**src/rtl/adder_tree_accumulator_signed.sv**
```systemverilog
// Accumulates N_BEATS consecutive signed tree sums into one signed total.
// The total is presented on a valid/ready output port.
module adder_tree_accumulator_signed #(
  parameter int IN_WIDTH  = 8,
  parameter int N_BEATS   = 4,
  localparam int OUT_WIDTH = IN_WIDTH + $clog2(N_BEATS)
) (
  input  logic                        clk,
  input  logic                        rst,
  input  logic                        clear,
  input  logic                        in_valid,
  output logic                        in_ready,
  input  logic signed [IN_WIDTH-1:0]  in,
  output logic                        out_valid,
  input  logic                        out_ready,
  output logic signed [OUT_WIDTH-1:0] out
);

  localparam int CNT_W = (N_BEATS > 1) ? $clog2(N_BEATS) : 1;
  localparam logic [CNT_W-1:0] LAST_BEAT = CNT_W'(N_BEATS - 1);

  typedef enum logic {
    ACCUM = 1'b0,
    HOLD  = 1'b1
  } state_t;

  state_t                      state, state_d;
  logic signed [OUT_WIDTH-1:0] acc, acc_d;
  logic        [CNT_W-1:0]     beat_cnt, cnt_d;
  logic signed [OUT_WIDTH-1:0] out_d;
  logic signed [OUT_WIDTH-1:0] in_sext;
  logic signed [OUT_WIDTH-1:0] sum;

  // Valid/ready: a transfer happens on a rising edge where both valid and
  // ready are high. in_ready and out_valid come only from the state register,
  // so neither depends combinationally on in_valid or out_ready.
  assign in_ready  = (state == ACCUM);
  assign out_valid = (state == HOLD);

  assign in_sext = OUT_WIDTH'(in);
  assign sum     = acc + in_sext;

  always_comb begin
    state_d = state;
    acc_d   = acc;
    cnt_d   = beat_cnt;
    out_d   = out;
    if (clear) begin
      // Abort wins over any handshake in the same cycle.
      state_d = ACCUM;
      acc_d   = '0;
      cnt_d   = '0;
    end else begin
      case (state)
        ACCUM: begin
          if (in_valid) begin
            if (beat_cnt == LAST_BEAT) begin
              out_d   = sum;
              acc_d   = '0;
              cnt_d   = '0;
              state_d = HOLD;
            end else begin
              acc_d = sum;
              cnt_d = beat_cnt + CNT_W'(1);
            end
          end
        end
        HOLD: begin
          if (out_ready) state_d = ACCUM;
        end
        default: state_d = ACCUM;
      endcase
    end
  end

  always_ff @(posedge clk or posedge rst) begin
    if (rst) begin
      state    <= ACCUM;
      acc      <= '0;
      beat_cnt <= '0;
      out      <= '0;
    end else begin
      state    <= state_d;
      acc      <= acc_d;
      beat_cnt <= cnt_d;
      out      <= out_d;
    end
  end

endmodule
```
**config.mk**
```make
export PLATFORM = sky130hd
export DESIGN_NAME = adder_tree_accumulator_signed
export DESIGN_NICKNAME = d
export VERILOG_FILES = /design/src/rtl/adder_tree_accumulator_signed.sv
export SDC_FILE = /design/constraint.sdc
export NUM_CORES = 1
export LEC_CHECK = 0
export CAP_MARGIN = 0
export CORE_UTILIZATION = 54
export CTS_CLUSTER_SIZE = 14
export DETAILED_ROUTE_END_ITERATION = 16
export GPL_TIMING_DRIVEN = 1
export PLACE_DENSITY = 0.86
export SYNTH_ARGS = -nofsm -noshare
export SYNTH_HDL_FRONTEND = slang
export SYNTH_SLANG_ARGS = --single-unit
```
**constraint.sdc**
```tcl
create_clock -name clk -period 4.2 [get_ports clk]
set_input_delay 0.42 -clock clk [delete_from_list [all_inputs] [get_ports clk]]
set_output_delay 0.42 -clock clk [all_outputs]
set_load 0.01 [all_outputs]
```
==> results of run 1 <==
layout by cell type (no fill, tap or decap), types with 2 or more instances in the layout:
cell	netlist	routed
a21o_1	4	4
a21oi_1	4	4
a22o_1	7	7
and2_4	2	2
clkbuf_4	0	3
clkdlybuf4s50_1	0	24
dfrtp_1	23	23
ha_1	10	10
inv_1	5	5
mux2_1	2	2
mux2_2	4	4
nand2_1	11	11
nand4_1	2	2
nor2_1	9	9
o21ai_0	2	2
o21ai_1	9	9
xnor2_1	7	7
area by class of cell:
cell class,count,area [µm²],share of cell area [%]
Timing Repair Buffer,24,240,15.2
Clock buffer,3,22.5,1.42
Multi-Input combinational cell,90,682,43.1
Clock inverter,1,5.00,0.316
Inverter,6,22.5,1.42
Tap cell,28,35.0,2.21
Sequential cell,23,576,36.4
worst max path at each step:
stage           from  slack, ns     end  cells past startpoint
2_1_floorplan  in[7]       2.16  acc[9]                      7
3_3_place_gp   in[7]       1.60  acc[9]                      8
3_5_place_dp   in[7]       1.51  acc[9]                      8
4_1_cts        in[7]       1.84  acc[9]                      8
5_1_grt        in[7]       1.72  acc[9]                      8
6_report       in[7]       1.81  acc[9]                      8
worst register-to-register path, stage by stage (launching register included):
cell      delay [ns]
dfrtp_1         0.41
ha_1            0.38
a21o_1          0.21
a221o_1         0.31
and2_4          0.18
a221oi_4        0.24
o21bai_1        0.12
a22o_1          0.23
stage by stage:
step	instance area (µm²)	total power [mW]
after floorplan	1290	0.435
after global placement	1560	0.522
after detailed placement	1560	0.538
after CTS	1580	0.640
after global routing	1580	0.675
final	1580	0.640
flip-flops by register name, indices dropped and copies added (netlist names):
| signal | cells |
|---|---|
| acc | 10 |
| out | 10 |
| beat_cnt | 2 |
| out_valid | 1 |
power by group through the flow:
stage / logic [mW] / registers, mW / clock network [mW]
after floorplan: 0.139 / 0.296 / 0
after global placement: 0.236 / 0.286 / 0
after detailed placement: 0.248 / 0.290 / 0
after CTS: 0.251 / 0.286 / 0.104
after global routing: 0.274 / 0.290 / 0.111
final: 0.252 / 0.286 / 0.103
layer usage:
layer	track usage [%]	routed length [µm]	vias up
met5	0	0	-
met4	8.33	35	0
met2	45.3	1460	35
li1	-	-	490
met3	2.68	124	4
met1	33.5	1220	489
logic make-up after synthesis:
logic type      count (synthesis)
compound gates                 34
simple gates                   30
flops                          23
fa+ha+maj                      11
xor+xnor                        8
buf+inv                         8
mux                             7
==> flow_metrics.tcl, run 1 <==
set metrics [dict create \
    peakVddDrop_v 0.000281 \
    hold_buffers 0 \
    post_synth_fa_ha_maj_area_fraction_pct 11.3 \
    rr_startpoint "acc[6]" \
    p_comb_share_pct 39.3 \
    synth_simple_gate_area_share_pct 10.9 \
    switching_share_pct 33.5 \
    pwr-share-seq_pct 44.7 \
    reg2reg_depth 7 \
    syn_area_um2 1290 \
    synthToLayoutAreaGrowth_pct 22.9 \
    critPathCaptureType "register" \
    rrSetupSlack_ns 2.03 \
    num_vias 1018 \
    slew_headroom_pct 43.2 \
    path_cells "clkdlybuf4s50_1 -> ha_1 -> and2_4 -> a221o_1 -> and2_4 -> a221oi_4 -> o21bai_1 -> a22o_1" \
    pwr-share-clk_pct 16.0 \
    cts_made_buffers 3 \
    min_delay_worst_endpoint "out[4]" \
    p_per_area_nw_per_um2 405 \
    yosysSeqAreaShare_pct 44.7 \
    postCtsSetupBuffers 0 \
    holdWs_ns 0.515 \
    min_path_type "register to register" \
    core-area_um2 2230 \
    cp_slowest_cell "clkdlybuf4s50_1" \
    wire_per_inst_um 16.2 \
    rsz0062_at_grt "no" \
    synthTopCellsByArea "dfrtp_1 45%, ha_1 9.7%, a22o_1 4.8%" \
    io_pins 25 \
    cts_tree "yes" \
    crit_arrival_ns 2.60 \
    path_common_cell "and2_4" \
    fin_crit_ns 2.39 \
    rows 17 \
    pre_cts_ws_ns 1.51 \
    cts_buffer_depth 2 \
    finalHoldViolCount 0 \
    syn_inst 121 \
    yosys_warnings 0 \
    dp_cells 171 \
    antenna_left 0 \
    fin_crit_sh_pct 56.8 \
    ctsResizeCount 0 \
    synth_compound_area_share_pct 19.3 \
    synth_xor_area_share_pct 5.44 \
    viasPerCell 5.82 \
    synth.most_common_cell "dfrtp_1" \
    rr_endpoint "acc[9]" \
    stdcell_count 175 \
    fill_cells 163 \
    hp-start "out[4]" \
    ys_ff_latch 23 \
    p_leak_nw 0.751 \
    finalWirelength_um 2840 \
    drive_gt1_share_pct 9.52 \
    worstSetupPathType "input pin to register" \
    drv_slew 0 \
    cts.sinks 23 \
    path_clk_slew_ns 0.13 \
    fp.dieH_um 50.8 \
    fmax_mhz 419 \
    io_buffers 24 \
    antenna_found_initial 0 \
    insertion_delay_ns 0.31 \
    ys_types 34 \
    postLayoutCoreUtil_pct 70.9 \
    grt_pass1_wl_um 4800 \
    yosysTopAreaCellShare_pct 44.7 \
    max_cap_violations 0 \
    synthArstFlopShare_pct 100 \
    track_usage_pct 25.8 \
    synth.area.mux_share_pct 6.03 \
    synth_edf_count 0 \
    overflow 0 \
    die-area_um2 2580 \
    tightest_slew_ns 0.851 \
    cp-start-kind "input pin" \
    setup_viol 0 \
    gp_congestion 0.762 \
    critPathMaxFanout 5 \
    holdPathStages 1 \
    drc 0 \
    clock-root-buffer "clkbuf_4" \
    synth_commonest_cells "23 x dfrtp_1, 11 x nand2_1, 10 x ha_1" \
    fp.dieW_um 50.8 \
    grt_start_max_net_pins 24 \
    outcome "complete, no violations" \
    avgSynthCellArea_um2 10.6 \
    synth_ff_type "dfrtp_1" \
    critPathMaxStageDelay_ns 0.49 \
    finalSetupTns_ns 0 \
    n_antenna_cell 0 \
    start_util_pct 57.6 \
    crit_family "compound AO/OA/AOI/OAI gates" \
    nNetsFinal 172 \
    grt_pass1_vias 1023 \
    synth_largest_area_cell "dfrtp_1" \
    switchingPower_uw 214 \
    setup_ws_ns 1.81 \
    first_pass_iters 4 \
    drtIter0Drc 22 \
    required_ns 4.42 \
    synth.net_count 145 \
    dp.final_hpwl_um 2170 \
    p_int_uw 426 \
    htree_levels 1 \
    path_buf_inv 1 \
    synth_top_family_by_area "compound AO/OA/AOI/OAI gates" \
    finalClockSkew_ns 0.00270 \
]
No activity file was read; power rests on OpenSTA's default activity.
==> run 2: changes to the inputs <==
- CORE_UTILIZATION: 54 -> 46
- PLACE_DENSITY: 0.86 -> 0.78
- clock period: 4.2 -> 1.95 ns (I/O delays scaled with it)
==> run 2 against run 1 <==
Critical path depth unchanged. Sequential power is 120% higher. Flip-flop and latch count unchanged. Largest cell class unchanged.
==> flow_metrics.tcl, run 2 (synthesis results as in run 1) <==
set metrics [dict create \
    min_path_type "input pin to asynchronous set/reset pin" \
    reg2reg_depth 8 \
    rrSetupSlack_ns 0.02 \
    path_cells "ha_4 -> and2_4 -> a221o_1 -> and2_4 -> a221oi_4 -> buf_6 -> xnor2_2 -> o21ai_1" \
    gp_congestion 0.718 \
    grt_pass1_vias 1069 \
    slew_headroom_pct 47.4 \
    rr_startpoint "acc[8]" \
    path_common_cell "and2_4" \
    fin_crit_sh_pct 98.9 \
    wire_per_inst_um 14.9 \
    first_pass_iters 4 \
    finalSetupTns_ns 0 \
    top_regs "acc: 10 flops, out: 10 flops, beat_cnt: 2 flops" \
    setup_ws_ns 0.0208 \
    pre_cts_ws_ns -0.447 \
    nNetsFinal 196 \
    critPathMaxStageDelay_ns 0.44 \
    final_cell_area_um2 1870 \
    drc 0 \
    p_per_area_nw_per_um2 815 \
    cp_slowest_cell "dfrtp_1" \
    critPathMaxFanout 3 \
    dp_cells 193 \
    n_antenna_cell 0 \
    setup_viol 0 \
    drv_slew 0 \
    drive_gt1_share_pct 29.2 \
    grt_pass1_wl_um 4730 \
    cp-start-kind "register" \
    rows 18 \
    peakVddDrop_v 0.000606 \
    cts_tree "yes" \
    tightest_slew_ns 0.790 \
    critPathCaptureType "register" \
    worstSetupPathType "register to register" \
    clock-root-buffer "clkbuf_4" \
    die-area_um2 3010 \
    p_leak_nw 0.887 \
    io_buffers 24 \
    antenna_left 0 \
    stdcell_count 201 \
    dp.final_hpwl_um 2290 \
    grt_start_max_net_pins 24 \
    fp.dieW_um 54.9 \
    num_vias 1093 \
    core-area_um2 2570 \
    fin_crit_ns 1.93 \
    outcome "complete, no violations" \
    synthToLayoutAreaGrowth_pct 45.1 \
    cts_buffer_depth 2 \
    fp.dieH_um 54.9 \
    finalWirelength_um 2990 \
    finalClockSkew_ns 0.00331 \
    cts_made_buffers 3 \
    io_pins 25 \
    rsz0062_at_grt "yes" \
    required_ns 2.17 \
    path_clk_slew_ns 0.12 \
    cts.sinks 23 \
    overflow 0 \
    htree_levels 1 \
    max_cap_violations 0 \
    drtIter0Drc 20 \
    placed_area_um2 1730 \
    critPathLaunch "acc[8]" \
    rr_endpoint "out[9]" \
    fmax_mhz 518 \
    setup.worst_path.end "out[9]" \
    crit_arrival_ns 2.14 \
    start_util_pct 50.1 \
    finalHoldViolCount 0 \
    track_usage_pct 23.1 \
    viasPerCell 5.44 \
    antenna_found_initial 0 \
    insertion_delay_ns 0.31 \
    layout_common_cells "23 x dfrtp_1, 23 x clkdlybuf4s50_1, 22 x buf_4" \
]
## run 2: cell count changes in the layout (fill, tap and decap cells not counted), sizes merged
| cell | before | now |
|---|---|---|
| buf | 0 | 24 |
| clkbuf | 3 | 4 |
| clkdlybuf4s50 | 24 | 23 |
| clkinv | 1 | 0 |
| dlygate4sd2 | 0 | 1 |
## run 2: layer usage
metal  global-route usage, %  vias to the layer above  part of all wire (%)
met2                    39.6                       23                    51
met1                    29.7                      529                    45
met5                       0                        -                     0
met3                    2.19                        5                   2.2
met4                    9.58                        0                   1.7
li1                        -                      536                     -
## run 2: final cells by class
cell class                      instances  area (µm²)
Timing Repair Buffer                   48         427
Inverter                                6        22.5
Tap cell                               30        37.5
Clock buffer                            4        26.3
Fill cell                             196         699
Multi-Input combinational cell         90         779
Sequential cell                        23         576
## run 2: critical path, delay by kind of cell (launching register included)
kind            cells  cell delay [ns]
compound gates      3             0.58
buf+inv             1             0.14
fa+ha+maj           1             0.27
xor+xnor            1             0.11
flops               1             0.44
simple gates        2             0.29
## run 2: report_power, final
group | total, mW | internal (mW) | switching (mW)
Combinational | 0.681 | 0.391 | 0.290
Sequential | 0.620 | 0.562 | 0.0581
Clock | 0.222 | 0.0801 | 0.142
## run 2: timing repair
action | in CTS | in global routing
buffers inserted | 3 | 1
hold buffers | 0 | 0
pin swaps | 11 | 8
resized for setup | 9 | 6
setup endpoints to repair | 5 | 8
## run 2: through the flow
| stage | util (%) | power (mW) | hold WS (ns) |
|---|---|---|---|
| after floorplan | - | 0.951 | 0.197 |
| after global placement | 67.5 | 1.21 | 0.475 |
| after detailed placement | 67.5 | 1.24 | 0.479 |
| after CTS | 71.1 | 1.50 | 0.216 |
| after global routing | 72.8 | 1.61 | 0.259 |
| final | 72.8 | 1.52 | 0.206 |
## run 2: worst min path at each step
stage | startpoint | endpoint | slack, ns | cells past startpoint
after floorplan | rst | acc[0] | 0.20 | 1
after global placement | out[6] | out[6] | 0.47 | 2
after detailed placement | out[9] | out[9] | 0.48 | 2
after CTS | rst | out_valid | 0.22 | 3
after global routing | rst | out_valid | 0.26 | 3
final | rst | out_valid | 0.21 | 3
==> run 3: changes to the inputs <==
- CAP_MARGIN: 0 -> default
==> results of run 3 <==
No change in the layout: final DEF, timing and power equal those of run 2.
